===== src/rtl/decoder_3to8_pulse.sv =====
// Handshaked 3-to-8 decoder: each accepted code drives one one-hot strobe for PULSE_LEN
// cycles, then a GAP_LEN idle gap. Optional sticky decode history when DEC_HIST_EN is defined.
module decoder_3to8_pulse #(
  parameter int PULSE_LEN = 4,
  parameter int GAP_LEN   = 1,
  parameter int CNT_W     = 4
) (
  input  logic       clk,
  input  logic       rst_n,
  input  logic       en,
  input  logic [2:0] din,
  input  logic       din_valid,
  output logic       din_ready,
  output logic [7:0] dout,
  output logic       busy,
  output logic       done,
  output logic [7:0] hist,
  input  logic       hist_clr
);

  localparam logic [1:0] ST_IDLE   = 2'd0;
  localparam logic [1:0] ST_ACTIVE = 2'd1;
  localparam logic [1:0] ST_GAP    = 2'd2;

  localparam logic [CNT_W-1:0] PULSE_LAST = CNT_W'(PULSE_LEN - 1);
  // Only compared when GAP_LEN > 0; clamped so a zero gap does not wrap.
  localparam logic [CNT_W-1:0] GAP_LAST   = CNT_W'((GAP_LEN > 0) ? GAP_LEN - 1 : 0);

  logic [1:0]       state_q, state_d;
  logic [CNT_W-1:0] cnt_q, cnt_d;
  logic [7:0]       dout_q, dout_d;
  logic             accept;
  logic [7:0]       din_onehot;

  assign din_ready  = en && (state_q == ST_IDLE);
  assign accept     = din_valid && din_ready;
  assign din_onehot = 8'd1 << din;

  always_comb begin
    state_d = state_q;
    cnt_d   = cnt_q;
    dout_d  = dout_q;
    case (state_q)
      ST_IDLE: begin
        if (accept) begin
          dout_d  = din_onehot;
          cnt_d   = '0;
          state_d = ST_ACTIVE;
        end
      end
      ST_ACTIVE: begin
        if (cnt_q == PULSE_LAST) begin
          dout_d  = '0;
          cnt_d   = '0;
          state_d = (GAP_LEN > 0) ? ST_GAP : ST_IDLE;
        end else begin
          cnt_d = cnt_q + CNT_W'(1);
        end
      end
      ST_GAP: begin
        if (cnt_q == GAP_LAST) begin
          cnt_d   = '0;
          state_d = ST_IDLE;
        end else begin
          cnt_d = cnt_q + CNT_W'(1);
        end
      end
      default: begin
        state_d = ST_IDLE;
        cnt_d   = '0;
        dout_d  = '0;
      end
    endcase
  end

  always_ff @(posedge clk or negedge rst_n) begin
    if (!rst_n) begin
      state_q <= ST_IDLE;
      cnt_q   <= '0;
      dout_q  <= '0;
    end else begin
      state_q <= state_d;
      cnt_q   <= cnt_d;
      dout_q  <= dout_d;
    end
  end

  assign dout = dout_q;
  assign busy = (state_q != ST_IDLE);
  assign done = (state_q == ST_ACTIVE) && (cnt_q == PULSE_LAST);

`ifdef DEC_HIST_EN
  logic [7:0] hist_q, hist_d;

  // A clear coinciding with an accept keeps only the newly decoded line.
  always_comb begin
    hist_d = hist_q;
    if (accept) begin
      hist_d = hist_clr ? din_onehot : (hist_q | din_onehot);
    end else if (hist_clr) begin
      hist_d = '0;
    end
  end

  always_ff @(posedge clk or negedge rst_n) begin
    if (!rst_n) begin
      hist_q <= '0;
    end else begin
      hist_q <= hist_d;
    end
  end

  assign hist = hist_q;
`else
  logic unused_hist_clr;
  assign unused_hist_clr = hist_clr;
  assign hist = 8'h00;
`endif

endmodule


===== config.mk =====
export PLATFORM = sky130hd
export DESIGN_NAME = decoder_3to8_pulse
export DESIGN_NICKNAME = d
export VERILOG_FILES = /design/src/rtl/decoder_3to8_pulse.sv
export SDC_FILE = /design/constraint.sdc
export NUM_CORES = 1
export LEC_CHECK = 0
export ABC_AREA = 1
export CAP_MARGIN = 40
export CORE_MARGIN = 2
export CORE_UTILIZATION = 35
export CTS_CLUSTER_SIZE = 25
export DETAILED_ROUTE_END_ITERATION = 8
export DONT_BUFFER_PORTS = 1
export GPL_TIMING_DRIVEN = 0
export SETUP_SLACK_MARGIN = 0.02
export SYNTH_ARGS = -nofsm -noshare
export SYNTH_HDL_FRONTEND = slang
export SYNTH_SLANG_ARGS = --single-unit

===== constraint.sdc =====
create_clock -name clk -period 1.7 [get_ports clk]
set_input_delay 0.34 -clock clk [delete_from_list [all_inputs] [get_ports clk]]
set_output_delay 0.34 -clock clk [all_outputs]
set_load 0.05 [all_outputs]

==> results of run 1 <==
[sequential cells by signal (all words and copies together), names as in the netlist]
| register | count |
|---|---|
| dout | 8 |
| cnt_q | 4 |
| state_q | 2 |
[cell type report]
| class | count | area [um^2] |
|---|---|---|
| buffer | 9 | 75.1 |
| clock buffer | 4 | 36.3 |
| fill | 246 | 1360 |
| inverter | 15 | 68.8 |
| multi-input combinational | 80 | 490 |
| sequential | 14 | 353 |
| tap | 30 | 37.5 |
| timing repair buffer | 4 | 32.5 |
[cells in the mapped netlist]
library cell,n,share of area [%]
sky130_fd_sc_hd__a21oi_1,2,1.1
sky130_fd_sc_hd__buf_4,8,6.7
sky130_fd_sc_hd__buf_8,1,1.7
sky130_fd_sc_hd__conb_1,1,0.42
sky130_fd_sc_hd__dfrtp_1,14,39
sky130_fd_sc_hd__ha_1,6,8.4
sky130_fd_sc_hd__inv_1,14,5.8
sky130_fd_sc_hd__inv_4,1,0.70
sky130_fd_sc_hd__nand2_1,34,14
sky130_fd_sc_hd__nand2_2,4,2.8
sky130_fd_sc_hd__nand2_4,2,2.5
sky130_fd_sc_hd__nand3_1,3,1.7
sky130_fd_sc_hd__nor2_1,7,2.9
sky130_fd_sc_hd__nor2_4,1,1.3
sky130_fd_sc_hd__o211ai_1,1,0.84
sky130_fd_sc_hd__o21ai_0,4,2.2
sky130_fd_sc_hd__o21ai_2,8,7.8
[logic make-up (layout without fill, tap and decap cells)]
logic type	Yosys count	after routing	share of synthesized area, %
adders and majority gates	6	6	8.36
buffers and inverters	24	32	14.9
and+or+nand+nor	51	51	25.3
AOI/OAI and AO/OA	15	15	12.0
other	1	8	0.417
DFF	14	14	39.0
[through the flow]
step | hold slack, ns | setup WS [ns] | total power [uW]
floorplan | 0.0444 | 0.212 | 1380
detailed placement | 0.0447 | -0.0486 | 1500
global route | 0.242 | -0.0169 | 2060
finish | 0.237 | 0.0422 | 1920
CTS | 0.237 | -0.0302 | 1790
global placement | 0.0447 | 0.0204 | 1490
[worst register-to-register path, stage by stage (launching register included)]
cell                         delay, ns
sky130_fd_sc_hd__dfrtp_1          0.42
sky130_fd_sc_hd__inv_2            0.12
sky130_fd_sc_hd__ha_4             0.18
sky130_fd_sc_hd__clkinvlp_4       0.27
sky130_fd_sc_hd__nor2_2           0.25
sky130_fd_sc_hd__nand2_1          0.10
sky130_fd_sc_hd__o21ai_2          0.14
[timing repair]
item	CTS	global route
pin swaps	1	2
hold buffers	1	0
resized for setup	5	12
hold endpoints to repair	14	0
endpoints found under the setup margin	7	7
setup buffers	0	3
[per-layer routing]
| layer | GRT usage (%) | vias to the layer above | wire length (um) |
|---|---|---|---|
| li1 | - | 356 | - |
| met4 | 10.0 | 0 | 55 |
| met5 | 0 | - | 0 |
| met3 | 3.28 | 5 | 103 |
| met1 | 15.2 | 314 | 666 |
| met2 | 18.3 | 16 | 815 |
[power by group through the flow]
stage	Combinational, uW	Clock, uW	Sequential (uW)
6_report	968	250	705
5_1_grt	1070	269	718
4_1_cts	840	254	693
3_5_place_dp	802	0	700
3_3_place_gp	792	0	696
2_1_floorplan	699	0	679
[path summary, 6_finish.rpt]
path	end	slack (ns)	cells after the start
worst max-delay path	done	0.04	4
worst min register to register	state_q[0]	0.55	2
worst max register to register	dout[2]	0.15	6
min in group asynchronous	state_q[1]	0.50	1
worst min-delay path	dout[0]	0.24	3
max in group asynchronous	cnt_q[0]	0.75	1
==> key figures, run 1 <==
Worst setup path
  – CP startpoint: state_q[1]
  – R2R Path Start: state_q[1]
  – Critical path data required time: 1.36 ns
  – Kind of start point of the critical path: flop
  – Crit Path Class: flop to primary output
  – Crit path max fanout: 3
  – Dominant delay contributor by cell family on the critical path: flip-flops
  – CP cell instances: inv_2, ha_4, inv_4, nor2_4
  – Cell at the slowest stage of the critical path: sky130_fd_sc_hd__dfrtp_1
  – Arrival time of the worst setup path: 1.32 ns
  – Crit end category: primary output
  – Number of buffer and inverter instances along the worst setup path: 2
  – Peak per-stage delay on the critical path: 0.42 ns

STA
  – RSZ-0062 raised after global routing: yes
  – Final clock skew: 0.00323 ns
  – Relative slew slack: 57.6%
  – Time the worst path needs with I/O delays and setup: 1.66 ns
  – Tightest Pin Transition: 0.635 ns
  – Fmax: 0.603 GHz
  – Period utilisation layout: 97.5%
  – Slew Viols, Final: 0
  – Sum of negative setup slack: 0 ns
  – Endpoints failing setup: 0
  – Number of failing hold endpoints at the final stage: 0

CTS
  – Clock transition at the register clock pins on the worst setup and hold paths after CTS: 0.09 ns
  – CTS H-tree depth: 1
  – Clock sink count: 14
  – CTS Buffer Depth: 2
  – Root buf cell: sky130_fd_sc_hd__clkbuf_4
  – Latest clock arrival within the worst-skew pair: 0.29 ns
  – CTS tree: yes
  – Clock buffer count from CTS: 3

Cells and area
  – Share of cells above drive strength 1: 35.7%
  – Total Nets Final: 141
  – Post-layout util: 44.5%
  – Layout Cell Area excl Fill: 1090 um^2
  – Antenna cell count: 0
  – Non-filler instance count after layout: 156
  – Leading cell type in the layout, fill and taps excluded: sky130_fd_sc_hd__nand2_1
  – Area Growth Syn to Fin: 21.7%
  – Most frequent cells in the layout: sky130_fd_sc_hd__nand2_1, sky130_fd_sc_hd__dfrtp_1, sky130_fd_sc_hd__buf_4, sky130_fd_sc_hd__inv_1

Power and ir drop
  – Peak supply drop: 0.829 mV
  – Standby leakage power: 0.000527 uW
  – Power Dens Cells: 1760 nW/um^2
  – Net switching power: 1020 uW
  – Internal portion of total power: 903 uW
  – Logic gate share of total power: 50.4%
  – Portion of total power attributed to the clock network: 13.0%
  – Portion of total power attributed to sequential cells: 36.7%
  – Switching share of power: 53.0%

Placed design
  – Number of placed cells counting well taps: 148
  – Instance area after placement: 965 um^2
  – Quantity of I/O buffers inserted on ports: 0
  – Total half-perimeter wirelength after legalization and detailed placement: 1.25 mm
  – Placer's final routability congestion estimate: 0.736

Logic synthesis
  – Number of distinct standard cells referenced by the synthesized netlist: 17
  – Gate Count Post-Synth: 111
  – Mapped Area: 898 um^2
  – Yosys reg bits: 14
  – Share of the yosys chip area belonging to registers: 39.0%
  – Number of warnings issued by yosys: 0
  – Average instance area after synthesis: 8.09 um^2

Floorplan
  – Core Region: 2450 um^2
  – Floorplan die area: 2990 um^2
  – Starting utilization of the core area: 36.6%
  – Die X: 54.7 um
  – Site Rows: 18
  – Vert. Die Dim: 54.7 um
  – Number of top-level design ports: 27

Global routing
  – GRT Resource Usage Total: 12.4%
  – Remaining Overflow, GRT: 0
  – Initial antenna violation count: 0
  – Via count of the first global-routing pass: 608
  – Pin count of the biggest net entering global routing: 15
  – First-pass GRT wire length: 2.59 mm

Detailed routing
  – DRC marker count from the first detailed-route iteration: 7
  – Number of detailed-routing iterations run before antenna repair: 4
  – Vias per inst: 4.43
  – Routed Antenna Nets: 0
  – Via total after detailed routing: 691
  – Total wire length: 1.64 mm
  – # DRC: 0
  – Wire per inst: 10.5 um

Worst hold path
  – Worst min-delay path class: primary input to flop
  – Launch point of the worst hold path: din[1]

Run
  – Max-cap viol count: 0

Status
  – Outcome: finished, final reports clean
Power figures use the tool's default switching activity.
==> run 2, diff against run 1 <==
CORE_MARGIN = not set   (was 2)
==> run 2 against run 1 <==
Net effect: combinational power decreased by 2%; register-to-register slack about the same; worst setup slack improved by 0.031 ns; global-route usage increased by 1.2 points; clock-buffer cell count unchanged; sequential cell count unchanged; power decreased by 2.1%; clock power decreased by 4%; maximum frequency increased by 1.9%; final cell count decreased by 1.3%; critical endpoint is now din_ready; highest routed layer unchanged.
==> key figures, run 2 (same netlist as run 1, synthesis figures left out) <==
Detailed routing
  – Routed Antenna Nets: 0
  – Total wire length: 1.54 mm
  – # DRC: 0
  – Via total after detailed routing: 698
  – Vias per inst: 4.53
  – DRC marker count from the first detailed-route iteration: 10
  – Number of detailed-routing iterations run before antenna repair: 4
  – Wire per inst: 10.0 um

Cells and area
  – Most frequent cells in the layout: sky130_fd_sc_hd__nand2_1, sky130_fd_sc_hd__dfrtp_1, sky130_fd_sc_hd__buf_4, sky130_fd_sc_hd__inv_1
  – Leading cell type in the layout, fill and taps excluded: sky130_fd_sc_hd__nand2_1
  – Antenna cell count: 0
  – Share of cells above drive strength 1: 34.1%
  – Layout Cell Area excl Fill: 1080 um^2
  – Total Nets Final: 141
  – Flip-flop count of the largest register, all copies and words added: 8
  – Area Growth Syn to Fin: 20.3%
  – # fillers: 230

CTS
  – Clock buffer count from CTS: 3
  – Clock transition at the register clock pins on the worst setup and hold paths after CTS: 0.09 ns
  – Latest clock arrival within the worst-skew pair: 0.28 ns
  – CTS H-tree depth: 1
  – CTS Buffer Depth: 2
  – Root buf cell: sky130_fd_sc_hd__clkbuf_4
  – CTS tree: yes
  – Clock sink count: 14

Power and ir drop
  – Portion of total power attributed to sequential cells: 36.7%
  – Standby leakage power: 0.000539 uW
  – Logic gate share of total power: 50.6%
  – Switching share of power: 52.9%
  – Post-layout total power: 1880 uW
  – Net switching power: 995 uW
  – Portion of total power attributed to the clock network: 12.7%
  – Internal portion of total power: 887 uW
  – Power Dens Cells: 1740 nW/um^2
  – Peak supply drop: 0.923 mV

Worst setup path
  – Critical path data required time: 1.36 ns
  – Crit Path Class: flop to primary output
  – Kind of start point of the critical path: flop
  – End of the worst register-to-register path: dout[2]
  – Cell depth of the worst flop-to-flop path: 6
  – Flop2flop setup slack: 0.16 ns
  – Peak per-stage delay on the critical path: 0.43 ns
  – Dominant delay contributor by cell family on the critical path: flip-flops
  – CP cell instances: inv_2, ha_4, nand2_4, clkinvlp_4
  – R2R Path Start: state_q[0]
  – CP startpoint: state_q[0]
  – Arrival time of the worst setup path: 1.29 ns
  – Crit end category: primary output
  – Crit path max fanout: 4
  – Cell at the slowest stage of the critical path: sky130_fd_sc_hd__dfrtp_1
  – Number of buffer and inverter instances along the worst setup path: 2

Worst hold path
  – Worst min-delay path class: primary input to flop
  – Worst hold path depth: 3
  – Hold endpoint: dout[6]
  – Launch point of the worst hold path: din[0]

Floorplan
  – Starting utilization of the core area: 38.7%
  – Core Region: 2320 um^2
  – Die X: 52.7 um
  – Number of top-level design ports: 27
  – Vert. Die Dim: 52.7 um
  – Site Rows: 17
  – Floorplan die area: 2770 um^2

Global routing
  – GRT Resource Usage Total: 13.6%
  – Initial antenna violation count: 0
  – Pin count of the biggest net entering global routing: 15
  – First-pass GRT wire length: 2.69 mm
  – Remaining Overflow, GRT: 0
  – Via count of the first global-routing pass: 670

STA
  – Endpoints failing setup: 0
  – RSZ-0062 raised after global routing: yes
  – Relative slew slack: 57.6%
  – Slew Viols, Final: 0
  – Time the worst path needs with I/O delays and setup: 1.63 ns
  – Number of failing hold endpoints at the final stage: 0
  – Final clock skew: 0.00187 ns
  – Period utilisation layout: 95.7%
  – Fmax: 0.615 GHz
  – WHS: 0.246 ns
  – Tightest Pin Transition: 0.633 ns
  – Sum of negative setup slack: 0 ns

Run
  – Max-cap viol count: 0

Placed design
  – Instance area after placement: 962 um^2
  – Placer's final routability congestion estimate: 0.740
  – Quantity of I/O buffers inserted on ports: 0
  – Total half-perimeter wirelength after legalization and detailed placement: 1.17 mm

Status
  – Outcome: finished, final reports clean
-- run 2: layout make-up --
cell class / count / area, um^2 / area share (%)
plain buffers: 9 / 75.1 / 6.94
inverters: 15 / 66.3 / 6.13
repair buffers: 4 / 32.5 / 3.01
multi-input cells: 80 / 485 / 44.9
flip-flops and latches: 14 / 350 / 32.4
well taps: 28 / 35.0 / 3.24
clock buffers: 4 / 36.3 / 3.36
-- run 2: per-stage QoR --
stage	cells	utilization (%)	setup WS, ns
after global placement	146	41.5	0.0447
after detailed placement	146	41.5	0.0359
after global routing	154	46.6	0.000964
after floorplan	118	-	0.212
after CTS	154	45.1	-0.00396
final	154	46.6	0.0728
-- run 2: worst max path at each step --
stage	end	slack, ns	depth (start not counted)
after floorplan	done	0.21	4
after global placement	dout[0]	0.04	6
after detailed placement	dout[2]	0.04	6
after CTS	done	-0.004	4
after global routing	din_ready	0.001	4
final	din_ready	0.07	4
-- run 2: power groups by stage --
| stage | registers, uW | logic, uW | clock network [uW] |
|---|---|---|---|
| CTS | 682 | 881 | 250 |
| floorplan | 679 | 699 | 0 |
| finish | 691 | 951 | 239 |
| global placement | 697 | 793 | 0 |
| detailed placement | 700 | 800 | 0 |
| global route | 705 | 1070 | 268 |
-- run 2: repair_timing --
action	4_1_cts	5_1_grt
endpoints found under the setup margin	7	7
hold buffers	1	0
endpoints found under the hold margin	14	0
pin swaps	1	1
buffers inserted	3	0
resized for setup	4	10
-- run 2: tightest hold or removal path: stages --
cell                      delay (ns)
sky130_fd_sc_hd__nor2_1         0.03
sky130_fd_sc_hd__nand2_1        0.07
sky130_fd_sc_hd__o21ai_2        0.05
-- run 2: per-layer routing --
| layer | vias to the layer above | wire length (um) | GRT usage (%) |
|---|---|---|---|
| met5 | - | 0 | 0 |
| met4 | 0 | 38 | 9.21 |
| met3 | 4 | 89 | 2.32 |
| met2 | 24 | 748 | 22.8 |
| met1 | 314 | 665 | 15.7 |
| li1 | 356 | - | - |
